File: config.mk
export PLATFORM = sky130hd
export DESIGN_NAME = shape_cmd_sequencer
export DESIGN_NICKNAME = d
export VERILOG_FILES = /design/src/rtl/shape_cmd_sequencer_pkg.sv /design/src/rtl/shape_cmd_fifo.sv /design/src/rtl/shape_cmd_sequencer.sv
export SDC_FILE = /design/constraint.sdc
export NUM_CORES = 1
export LEC_CHECK = 0
export BUFFER_PORTS_ARGS = -buffer_cell sky130_fd_sc_hd__buf_2
export CAP_MARGIN = 20
export CORE_MARGIN = 4
export CORE_UTILIZATION = 50
export CTS_CLUSTER_SIZE = 24
export DETAILED_ROUTE_END_ITERATION = 8
export PLACE_DENSITY = 0.79
export SYNTH_ARGS = -nofsm -noshare
export SYNTH_HDL_FRONTEND = slang
export SYNTH_SLANG_ARGS = --single-unit
File: constraint.sdc
create_clock -name clk -period 1.95 [get_ports clk]
set_input_delay 0.39 -clock clk [delete_from_list [all_inputs] [get_ports clk]]
set_output_delay 0.39 -clock clk [all_outputs]
set_load 0.005 [all_outputs]
File: src/rtl/shape_cmd_sequencer_pkg.sv
// Shared types and helpers for the shape_processor command sequencer:
// SFR field encodings, the packed ctrl word, and legality checks.
package shape_cmd_sequencer_pkg;

  typedef enum logic [1:0] {
    SHAPE_RECTANGLE = 2'b01,
    SHAPE_TRIANGLE  = 2'b10
  } shape_e;

  typedef enum logic [4:0] {
    OP_CODE_00 = 5'b00000,
    OP_CODE_01 = 5'b00001,
    OP_CODE_08 = 5'b01000,
    OP_CODE_10 = 5'b10000,
    OP_CODE_11 = 5'b10001
  } operation_e;

  typedef struct packed {
    logic [13:0] rsvd_hi;
    logic [1:0]  shape;
    logic [10:0] rsvd_lo;
    logic [4:0]  operation;
  } ctrl_sfr_reg;

  typedef struct packed {
    logic [1:0] shape;
    logic [4:0] operation;
  } cmd_t;

  localparam int unsigned CMD_W = 7;

  typedef enum logic [2:0] {
    S_IDLE  = 3'd0,
    S_WRITE = 3'd1,
    S_WAIT  = 3'd2,
    S_READ  = 3'd3,
    S_RESP  = 3'd4
  } seq_state_e;

  function automatic logic is_legal_shape(input logic [1:0] shape);
    logic legal;
    case (shape)
      SHAPE_RECTANGLE, SHAPE_TRIANGLE: legal = 1'b1;
      default:                         legal = 1'b0;
    endcase
    return legal;
  endfunction

  function automatic logic is_legal_operation(input logic [4:0] operation);
    logic legal;
    case (operation)
      OP_CODE_00, OP_CODE_01, OP_CODE_08, OP_CODE_10, OP_CODE_11: legal = 1'b1;
      default:                                                    legal = 1'b0;
    endcase
    return legal;
  endfunction

  function automatic ctrl_sfr_reg pack_ctrl(input logic [1:0] shape, input logic [4:0] operation);
    ctrl_sfr_reg ctrl;
    ctrl           = '0;
    ctrl.shape     = shape;
    ctrl.operation = operation;
    return ctrl;
  endfunction

endpackage

File: src/rtl/shape_cmd_fifo.sv
// Synchronous show-ahead FIFO for queued commands; wrap-bit pointers give
// full/empty without a separate occupancy counter.
module shape_cmd_fifo #(
  parameter int unsigned DEPTH = 4,
  parameter int unsigned WIDTH = 7
) (
  input  logic             clk,
  input  logic             rst_n,
  input  logic             push,
  input  logic [WIDTH-1:0] wdata,
  input  logic             pop,
  output logic [WIDTH-1:0] rdata,
  output logic             full,
  output logic             empty
);

  localparam int unsigned AW = $clog2(DEPTH);
  localparam logic [AW:0] PTR_ONE = {{AW{1'b0}}, 1'b1};

  logic [AW:0]      wr_ptr_q, wr_ptr_d;
  logic [AW:0]      rd_ptr_q, rd_ptr_d;
  logic [WIDTH-1:0] mem_q [DEPTH];
  logic             push_ok;
  logic             pop_ok;

  assign full    = (wr_ptr_q[AW] != rd_ptr_q[AW]) && (wr_ptr_q[AW-1:0] == rd_ptr_q[AW-1:0]);
  assign empty   = (wr_ptr_q == rd_ptr_q);
  assign push_ok = push && !full;
  assign pop_ok  = pop && !empty;
  assign rdata   = mem_q[rd_ptr_q[AW-1:0]];

  // Pointer advance on accepted push/pop
  always_comb begin
    wr_ptr_d = wr_ptr_q;
    rd_ptr_d = rd_ptr_q;
    if (push_ok) begin
      wr_ptr_d = wr_ptr_q + PTR_ONE;
    end else begin
      wr_ptr_d = wr_ptr_q;
    end
    if (pop_ok) begin
      rd_ptr_d = rd_ptr_q + PTR_ONE;
    end else begin
      rd_ptr_d = rd_ptr_q;
    end
  end

  // Pointer and storage registers
  always_ff @(posedge clk or negedge rst_n) begin
    if (!rst_n) begin
      wr_ptr_q <= '0;
      rd_ptr_q <= '0;
      for (int i = 0; i < int'(DEPTH); i++) begin
        mem_q[i] <= '0;
      end
    end else begin
      wr_ptr_q <= wr_ptr_d;
      rd_ptr_q <= rd_ptr_d;
      if (push_ok) begin
        mem_q[wr_ptr_q[AW-1:0]] <= wdata;
      end
    end
  end

endmodule

File: src/rtl/shape_cmd_sequencer.sv
// Command front end for shape_processor: queues (shape, operation) commands and
// replays each as one SFR write then one SFR read, returning data and status.
module shape_cmd_sequencer
  import shape_cmd_sequencer_pkg::*;
#(
  parameter int unsigned FIFO_DEPTH = 4
) (
  input  logic        clk,
  input  logic        rst_n,
  input  logic        cmd_valid,
  output logic        cmd_ready,
  input  logic [1:0]  cmd_shape,
  input  logic [4:0]  cmd_operation,
  output logic        rsp_valid,
  input  logic        rsp_ready,
  output logic [31:0] rsp_data,
  output logic        rsp_error,
  output logic        rsp_illegal,
  output logic        write,
  output logic [31:0] write_data,
  output logic        read,
  input  logic [31:0] read_data,
  input  logic        error,
  output logic        busy
);

  seq_state_e       state_q, state_d;
  cmd_t             cmd_q, cmd_d;
  logic [CMD_W-1:0] fifo_wdata;
  logic [CMD_W-1:0] fifo_rdata;
  logic             fifo_full;
  logic             fifo_empty;
  logic             fifo_pop;

  logic             write_q;
  logic [31:0]      write_data_q;
  logic             read_q;
  logic             rsp_valid_q;
  logic [31:0]      rsp_data_q;
  logic             rsp_error_q;
  logic             rsp_illegal_q;

  assign fifo_wdata = {cmd_shape, cmd_operation};

  shape_cmd_fifo #(
    .DEPTH (FIFO_DEPTH),
    .WIDTH (CMD_W)
  ) u_fifo (
    .clk   (clk),
    .rst_n (rst_n),
    .push  (cmd_valid),
    .wdata (fifo_wdata),
    .pop   (fifo_pop),
    .rdata (fifo_rdata),
    .full  (fifo_full),
    .empty (fifo_empty)
  );

  // Sequencing FSM: one command in flight, popped only from IDLE
  always_comb begin
    state_d  = state_q;
    cmd_d    = cmd_q;
    fifo_pop = 1'b0;
    case (state_q)
      S_IDLE: begin
        if (!fifo_empty) begin
          fifo_pop = 1'b1;
          cmd_d    = cmd_t'(fifo_rdata);
          state_d  = S_WRITE;
        end else begin
          state_d  = S_IDLE;
        end
      end
      S_WRITE: state_d = S_WAIT;
      S_WAIT:  state_d = S_READ;
      S_READ:  state_d = S_RESP;
      S_RESP: begin
        if (rsp_ready) begin
          state_d = S_IDLE;
        end else begin
          state_d = S_RESP;
        end
      end
      default: state_d = S_IDLE;
    endcase
  end

  // State and in-flight command registers
  always_ff @(posedge clk or negedge rst_n) begin
    if (!rst_n) begin
      state_q <= S_IDLE;
      cmd_q   <= '0;
    end else begin
      state_q <= state_d;
      cmd_q   <= cmd_d;
    end
  end

  // Strobes are registered from the next state so they align with WRITE/READ/RESP
  always_ff @(posedge clk or negedge rst_n) begin
    if (!rst_n) begin
      write_q       <= 1'b0;
      write_data_q  <= 32'd0;
      read_q        <= 1'b0;
      rsp_valid_q   <= 1'b0;
      rsp_data_q    <= 32'd0;
      rsp_error_q   <= 1'b0;
      rsp_illegal_q <= 1'b0;
    end else begin
      write_q      <= (state_d == S_WRITE);
      write_data_q <= (state_d == S_WRITE) ? pack_ctrl(cmd_d.shape, cmd_d.operation) : 32'd0;
      read_q       <= (state_d == S_READ);
      rsp_valid_q  <= (state_d == S_RESP);
      if (state_q == S_WAIT) begin
        rsp_error_q <= error;
      end
      if (state_q == S_READ) begin
        rsp_data_q <= read_data;
      end
      if (fifo_pop) begin
        rsp_illegal_q <= !(is_legal_shape(cmd_d.shape) && is_legal_operation(cmd_d.operation));
      end
    end
  end

  assign cmd_ready   = !fifo_full;
  assign busy        = (state_q != S_IDLE) || !fifo_empty;
  assign write       = write_q;
  assign write_data  = write_data_q;
  assign read        = read_q;
  assign rsp_valid   = rsp_valid_q;
  assign rsp_data    = rsp_data_q;
  assign rsp_error   = rsp_error_q;
  assign rsp_illegal = rsp_illegal_q;

endmodule

==> out/qor.csv, run 1 <==
metric;value;unit
clk_pin_slew;0.08;ns
cts.htree.levels;3;
drv_cap;0;
synth_area;3480;µm²
die_h;91.5;µm
synth-simple-area-share;4.38;%
period_needed;1.87;ns
clk_latency;0.34;ns
grt_pass1_vias;2132;
die_w;91.5;µm
synth_compound_area_share;1.33;%
peakVddDrop;0.840;mV
tns;0;ns
drc;0;
critPathKind;register to output port;
cp.arrival;1.48;ns
synth.most_common_cell;dfrtp_1;
initial_core_util;51.3;%
rsz0062_at_grt;no;
nets;382;
synthArstFlopShare;100;%
synth_top_family_by_area;multiplexers;
ys_warn_count;0;
cp-startpoint;u_fifo.wr_ptr_q[1];
fin_skew;0.0118;ns
cts-buffers-inserted;9;
synth_xor_area_share;2.51;%
synth_edf_count;0;
setup_slack;0.0759;ns
synth.distinct_cells;25;
setup_violations;0;
synth.top_cell.area_share;58.2;%
rows;30;
hold_path_class;primary input to asynchronous set/reset pin;
die-area;8370;µm²
hold_violations;0;
syn_inst;234;
fmax;534;MHz
status;finished clean;
synth.area.mux_share;24.6;%
wl_per_cell;14.6;µm
place_congestion;0.788;
timing.rr.start;u_fifo.wr_ptr_q[1];
synthTopCellsByCount;dfrtp_1, mux2_2, buf_4, and2_1, xnor2_1;
tritoncts;done;
routed_via_density;4.69;
preCtsSetupSlack;0.185;ns
power.leakage;2.05;nW
cts.sink_count;81;
dpl.hpwl;4540;µm
fp.coreArea;6790;µm²
timing.final.crit_share;96.1;%
drtPass1Iterations;4;
io_pins;115;
synthAdderAreaFrac;1.80;%
hold-worst-slack;0.0393;ns
ys.flop_type;dfrtp_1;
synth_largest_area_cell;dfrtp_1;
portBuffers;89;
synthToLayoutAreaGrowth;22.5;%
antenna_found_initial;0;
diodes;0;
yosys-top-cells-area;dfrtp_1, mux2_2, buf_4;
clockBufferDepth;2;
grt_pass1_wl;10400;µm
path_max_fanout;4;
p_total;7.48;mW
drt_iter0_markers;76;
p_per_area;1750;nW/µm²
grt_usage;15.7;%
routed_wl;6360;µm
crit_path_end_kind;output port;
worst_r2r_path_depth;5;
required;1.56;ns
drive_above_1_share;55.6;%
grt_max_degree;82;
cts.root.buffer_cell;clkbuf_8;
grt_overflow;0;
final_util;62.8;%
worst_setup_path_start_kind;register;
maxSlewViolCount;0;
synth-seq-area-share;58.2;%
syn_avg_cell_area;14.9;µm²
vias;2036;
synth-seq-cells;81;
ant_nets;0;
through the flow:
step,instances,area [µm²]
after global placement,416,3970
after CTS,432,4240
final,434,4270
after detailed placement,416,3970
after floorplan,258,3570
after global routing,434,4270
state kept, by name, summed over array words and instances (netlist names):
register / cells
u_fifo.rd_ptr_q: 3
rsp_illegal: 1
write_data: 7
state_q: 3
rsp_error: 1
u_fifo.wr_ptr_q: 3
u_fifo.mem_q: 28
rsp_data: 32
rsp_valid: 1
read: 1
write: 1
area by class of cell:
type / count / area (µm²)
Timing Repair Buffer: 96 / 526
Inverter: 3 / 11.3
Clock buffer: 10 / 128
Sequential cell: 81 / 2030
Tap cell: 96 / 120
Fill cell: 527 / 2530
Clock inverter: 6 / 130
Multi-Input combinational cell: 142 / 1330
cells by family after synthesis:
group / after synthesis
other cells: 1
flops: 81
buf+inv: 35
simple gates: 28
xor+xnor: 10
mux: 69
compound gates: 5
fa+ha+maj: 5
placed cells by master (no fill, tap or decap), drive strengths merged, types with 2 or more instances in the layout:
cell type,Yosys,final
buf,31,96
dfrtp,81,81
mux2,62,62
conb,1,25
clkbuf,1,10
nand2,9,9
and2,8,8
xnor2,8,8
mux4,7,7
ha,5,5
nor2,4,4
bufinv,0,4
inv,3,3
a31oi,3,3
nand3,2,2
nor3,2,2
xor2,2,2
clkinv,0,2
final timing paths:
check | end | slack [ns]
max in group asynchronous | rsp_data[5] | 1.55
min | u_fifo.mem_q[14] | 0.04
max | busy | 0.08
max reg2reg | u_fifo.mem_q[5] | 0.16
min in group clk | rsp_data[25] | 0.28
min reg2reg | rsp_data[6] | 0.50
layer usage:
metal  global-route usage (%)  part of all wire [%]  vias up
met5                        0                     0        -
met4                     4.77                   1.1        0
met3                     4.06                   5.3        7
met2                     26.5                    52       63
met1                     19.8                    42     1008
li1                         -                     -      958
repair_timing:
action,in CTS,in global routing
pin swaps,0,2
setup buffers,0,2
gates resized for setup,2,1
endpoints found under the setup margin,2,1
gates cloned,0,0
endpoints found under the hold margin,0,0
hold buffers,0,0
worst max-delay path, cell delays in order, from the launching register on:
cell,delay (ns)
dfrtp_1,0.48
xnor2_4,0.25
nand3_1,0.11
nor2_1,0.13
nand2_1,0.06
buf_2,0.12
report_power, final:
part	internal [mW]	total, mW	switching [mW]
clock	0.976	1.54	0.568
combinational	1.74	2.98	1.25
sequential	2.50	2.95	0.453
(Power assumes the default switching activity.)
==> run 2: changes to the inputs <==
Settings changed: REMOVE_ABC_BUFFERS set to 1.
==> run 2 against run 1 <==
  * Global-route usage increased by 0.18 points
  * Die area did not move
  * Sequential power hardly changed
  * Critical path depth unchanged
  * Setup slack improved by 0.027 ns
  * First-iteration DRC count is 58% lower
  * Worst hold slack got worse by 0.0019 ns
  * Core utilization shrank 0.99 points
  * Wire length rose by 1.7%
  * Sequential share of layout area is 0.79 points higher
  * Clock power shrank 30%
  * Register-to-register slack gained 0.02 ns
  * Critical endpoint unchanged
  * Largest cell class unchanged
==> out/qor.csv, run 2 (synthesis gave the netlist of run 1 again) <==
metric;value;unit;change
drv_cap;0;;unchanged
clk_latency;0.34;ns;about the same
preCtsSetupSlack;0.173;ns;-0.0121 ns
path_cells;xnor2_4 > nand3_1 > nor2_1 > nand2_1 > buf_2;;
die_h;91.5;µm;unchanged
drt-met1-wl;2750;µm;+3.5%
required;1.56;ns;about the same
clockBufferDepth;2;;unchanged
ant_nets;0;;unchanged
grt_usage;15.9;%;+0.18 points
crit_path_top_delay_cell;dfrtp_2;;
grt_max_degree;45;;-45%
mostFrequentLayoutCells;buf_2, dfrtp_1, mux2_2, conb_1, clkbuf_8;;
worst_setup_path_start_kind;register;;
crit_path_end_kind;output port;;
die_w;91.5;µm;unchanged
portBuffers;89;;unchanged
wl_per_cell;14.9;µm;+1.4%
power.leakage;2.01;nW;-2.1%
largest_reg_flops;32;;unchanged
maxSlewViolCount;0;;unchanged
synthToLayoutAreaGrowth;20.5;%;
slew_headroom;63.2;%;
initial_core_util;51.3;%;unchanged
antenna_found_initial;0;;unchanged
critPathKind;register to output port;;
p_per_area;1670;nW/µm²;-4.8%
drtPass1Iterations;4;;unchanged
period_needed;1.85;ns;-0.0274 ns
setup_slack;0.103;ns;+0.0274 ns
clk_pin_slew;0.08;ns;about the same
timing.final.crit_share;94.7;%;-1.4 points
vias;2072;;+1.8%
hold_violations;0;;unchanged
hold-worst-slack;0.0373;ns;-0.00194 ns
grt_pass1_wl;10500;µm;+0.80%
grt_overflow;0;;unchanged
cts-buffers-inserted;9;;unchanged
drc;0;;unchanged
die-area;8370;µm²;unchanged
peakVddDrop;0.755;mV;-10%
rows;30;;unchanged
max_stage_delay;0.47;ns;about the same
fin_skew;0.0103;ns;-0.00148 ns
cts.htree.levels;3;;unchanged
place_congestion;0.760;;-3.6%
path_max_fanout;4;;unchanged
routed_wl;6460;µm;+1.7%
cts.root.buffer_cell;clkbuf_8;;
fmax;541;MHz;+1.5%
drt_iter0_markers;32;;-58%
io_pins;115;;unchanged
status;finished clean;;
nets;383;;+0.26%
hold_buffers;0;;unchanged
rsz0062_at_grt;no;;
routed_via_density;4.76;;+1.5%
top_layer_used;met4;;
met2_wirelength;3100;µm;-5.7%
tritoncts;done;;
diodes;0;;unchanged
grt_pass1_vias;2103;;-1.4%
cts.sink_count;81;;unchanged
cp.arrival;1.46;ns;-0.02 ns
drive_above_1_share;56.3;%;+0.72 points
hold_path_class;primary input to asynchronous set/reset pin;;
final.fill_count;512;;-2.8%
setup_violations;0;;unchanged
final_common_cell;buf_2;;
reg2reg_slack;0.18;ns;+0.02 ns
route.met3.wl;553;µm;+65%
worst_pin_slew;0.552;ns;
fp.coreArea;6790;µm²;unchanged
dpl.hpwl;4810;µm;+5.8%
-- run 2: final timing paths --
kind | endpoint | cells past startpoint | startpoint
setup reg to reg | u_fifo.mem_q[1] | 5 | u_fifo.wr_ptr_q[1]
hold / removal | rsp_data[28] | 1 | rst_n
max in group asynchronous | u_fifo.wr_ptr_q[1] | 2 | rst_n
min in group clk | rsp_data[14] | 2 | read_data[14]
hold reg to reg | rsp_data[22] | 1 | rsp_data[22]
setup / recovery | busy | 5 | u_fifo.wr_ptr_q[1]
-- run 2: metal layers --
layer | vias to the layer above | global-route usage [%]
met1 | 1018 | 21.2
met5 | - | 0
met4 | 0 | 5.65
li1 | 962 | -
met2 | 85 | 25.0
met3 | 7 | 4.23
-- run 2: final cells by class --
class	count	area, µm²	area share [%]
Clock inverter	6	43.8	1.04
Tap cell	96	120	2.86
Inverter	3	11.3	0.268
Multi-Input combinational cell	142	1330	31.6
Timing Repair Buffer	97	533	12.7
Clock buffer	10	138	3.28
Sequential cell	81	2030	48.3
-- run 2: what timing repair did --
action                     CTS  global route
buffers inserted             0             2
gates resized for setup      2             2
pin swaps                    0             2
setup endpoints to repair    1             1
-- run 2: worst max-delay path, delay by kind of cell, from the launching register on --
kind | cells | cell delay (ns)
DFF | 1 | 0.47
and+or+nand+nor | 3 | 0.32
xor gates and xnor gates | 1 | 0.21
buffers and inverters | 1 | 0.12
-- run 2: power by group --
part	internal (mW)	switching [mW]	leakage, nW
Clock	0.496	0.585	0.0805
Sequential	2.50	0.454	0.968
Combinational	1.73	1.25	0.961
Total	4.73	2.28	2.01
-- run 2: through the flow --
stage	cells	util, %	power (mW)	cell area, µm²	setup TNS [ns]
after floorplan	226	-	4.80	3340	-0.0463
after global placement	417	58.5	5.72	3980	0
after detailed placement	417	58.5	5.85	3980	0
after CTS	433	61.4	6.99	4170	0
after global routing	435	61.8	7.51	4200	0
final	435	61.8	7.01	4200	0
==> run 3: changes to the inputs <==
Settings changed: PLACE_DENSITY 0.79 to 0.78, SYNTH_HIERARCHICAL set to 1.
==> run 3 against run 2 <==
  * Setup slack lost 0.046 ns
  * Via count grew 7.6%
  * Power grew 19%
  * First-iteration DRC count grew 84%
  * Global-route usage grew 0.80 points
  * Combinational power grew 30%
  * Clock power grew 36%
  * Sequential share of layout area shrank 3.9 points
  * Critical endpoint unchanged
  * Largest power group unchanged
==> out/qor.csv, run 3 <==
metric;value;unit;change
period_needed;1.89;ns;+0.0463 ns
rows;31;;+3.3%
tritoncts;done;;
path_max_fanout;3;;-1
dpl.hpwl;5290;µm;+9.9%
critPathKind;register to output port;;
synth_largest_area_cell;dfrtp_1;;
synth_area;3700;µm²;+6.3%
clk_latency;0.34;ns;about the same
clk_pin_slew;0.09;ns;about the same
io_pins;115;;unchanged
drc;0;;unchanged
postLayoutCellArea;4570;µm²;+8.8%
peakVddDrop;0.861;mV;+14%
die_h;94.1;µm;+2.8%
cts.sink_count;81;;unchanged
fin_skew;0.00963;ns;-0.000707 ns
synth-seq-area-share;54.7;%;-3.5 points
drtPass1Iterations;4;;unchanged
grt_pass1_wl;11200;µm;+7.0%
reg2reg_slack;0.16;ns;-0.02 ns
vias;2230;;+7.6%
drt-met1-wl;3120;µm;+14%
grt_max_degree;53;;+18%
hold_path_class;primary input to register;;
cts-buffers-inserted;9;;unchanged
antenna_found_initial;0;;unchanged
hold_violations;0;;unchanged
crit_path_end_kind;output port;;
clockBufferDepth;2;;unchanged
top_layer_used;met4;;
synth.distinct_cells;37;;+48%
cts.root.buffer_cell;clkbuf_8;;
tns;0;ns;unchanged
synthToLayoutAreaGrowth;23.3;%;
synth_edf_count;0;;unchanged
setup_violations;0;;unchanged
rr_endpoint;u_fifo/rd_ptr_q[2];;
final_common_cell;buf_2;;
cp-startpoint;u_fifo/wr_ptr_q[2];;
maxSlewViolCount;0;;unchanged
ys.flop_type;dfrtp_1;;
synth-seq-cells;81;;unchanged
routed_wl;7330;µm;+13%
min_from;read_data[5];;
synthTopCellsByCount;dfrtp_1, mux2_2, buf_4, nand2_1;;
place_congestion;0.770;;+1.4%
timing.rr.start;u_fifo/wr_ptr_q[2];;
syn_inst;248;;+6.0%
hold-worst-slack;0.274;ns;+0.237 ns
grt_overflow;0;;unchanged
synthArstFlopShare;100;%;unchanged
portBuffers;89;;unchanged
synth.most_common_cell;dfrtp_1;;
required;1.56;ns;about the same
power.leakage;2.16;nW;+7.4%
routed_via_density;4.81;;+0.90%
route.met3.wl;563;µm;+1.8%
worst_r2r_path_depth;7;;+2
synth.top_cell.area_share;54.7;%;-3.5 points
critPathCapture;busy;;
wl_per_cell;15.8;µm;+6.3%
p_per_area;1820;nW/µm²;+9.1%
fp.coreArea;7210;µm²;+6.2%
syn_avg_cell_area;14.9;µm²;+0.32%
grt_pass1_vias;2239;;+6.5%
drt_iter0_markers;59;;+84%
yosys-top-cells-area;dfrtp_1, mux2_2, buf_4;;
initial_core_util;51.3;%;+0.065 points
cp.arrival;1.50;ns;+0.04 ns
worst_setup_path_start_kind;register;;
ant_nets;0;;unchanged
ys_warn_count;6;;+6
die_w;94.1;µm;+2.8%
timing.final.crit_share;97.1;%;+2.4 points
fmax;528;MHz;-2.4%
cts.htree.levels;3;;unchanged
diodes;0;;unchanged
largest_reg_flops;32;;unchanged
drv_cap;0;;unchanged
grt_usage;16.7;%;+0.80 points
place_area;4210;µm²;+6.0%
rsz0062_at_grt;yes;;
status;finished clean;;
nets;409;;+6.8%
drive_above_1_share;57.0;%;+0.64 points
die-area;8850;µm²;+5.8%
mostFrequentLayoutCells;buf_2, dfrtp_1, mux2_2, conb_1, buf_4;;
met2_wirelength;3540;µm;+14%
[run 3: critical path, stage by stage, from the launching register on]
cell	delay (ns)
dfrtp_1	0.41
xor2_2	0.19
buf_4	0.15
nor3_2	0.09
buf_4	0.16
nand2_2	0.05
buf_6	0.11
[run 3: what timing repair did]
item / 4_1_cts / 5_1_grt
hold buffers: 1 / 0
setup buffers: 3 / 8
gates resized for setup: 2 / 2
pin swaps: 3 / 1
endpoints found under the hold margin: 29 / 0
setup endpoints to repair: 1 / 2
[run 3: routing by layer]
metal | global-route usage, % | vias up
met3 | 4.33 | 10
met2 | 27.1 | 82
met5 | 0 | -
li1 | - | 1047
met1 | 21.6 | 1091
met4 | 6.14 | 0
[run 3: how the worst min path moves through the flow]
stage / endpoint / depth (start not counted)
2_1_floorplan: read / 0
3_3_place_gp: rsp_data[25] / 1
3_5_place_dp: rsp_data[10] / 1
4_1_cts: rsp_data[5] / 2
5_1_grt: rsp_data[5] / 2
6_report: rsp_data[5] / 2
[run 3: where the power goes]
group	switching (mW)	total, mW	leakage (nW)	internal [mW]
registers	0.473	2.98	0.970	2.51
logic	1.67	3.87	1.07	2.20
clock network	0.609	1.47	0.117	0.858
[run 3: layout make-up]
| type | instances | area [µm²] |
|---|---|---|
| multi-input combinational | 151 | 1480 |
| inverter | 5 | 18.8 |
| clock buffer | 10 | 128 |
| tap | 99 | 124 |
| clock inverter | 6 | 115 |
| sequential | 81 | 2030 |
| fill | 548 | 2650 |
| timing repair buffer | 112 | 671 |
[run 3: cell families (layout without fill, tap and decap cells)]
logic type | count (synthesis) | in the layout | synth area share [%]
and+or+nand+nor | 28 | 28 | 4.70
AOI/OAI and AO/OA | 15 | 15 | 4.49
DFF | 81 | 81 | 54.7
adders and majority gates | 5 | 5 | 1.69
buffers and inverters | 40 | 133 | 7.84
xor gates and xnor gates | 9 | 9 | 3.34
muxes | 69 | 69 | 23.1
other | 1 | 25 | 0.101
[run 3: through the flow]
step	util [%]	setup slack, ns	power [mW]	cells
finish	63.3	0.0569	8.32	464
CTS	62.3	0.0135	8.16	456
floorplan	-	-0.196	5.25	237
global route	63.3	-0.0309	8.89	464
global placement	58.4	0.217	6.38	436
detailed placement	58.4	0.190	6.55	436
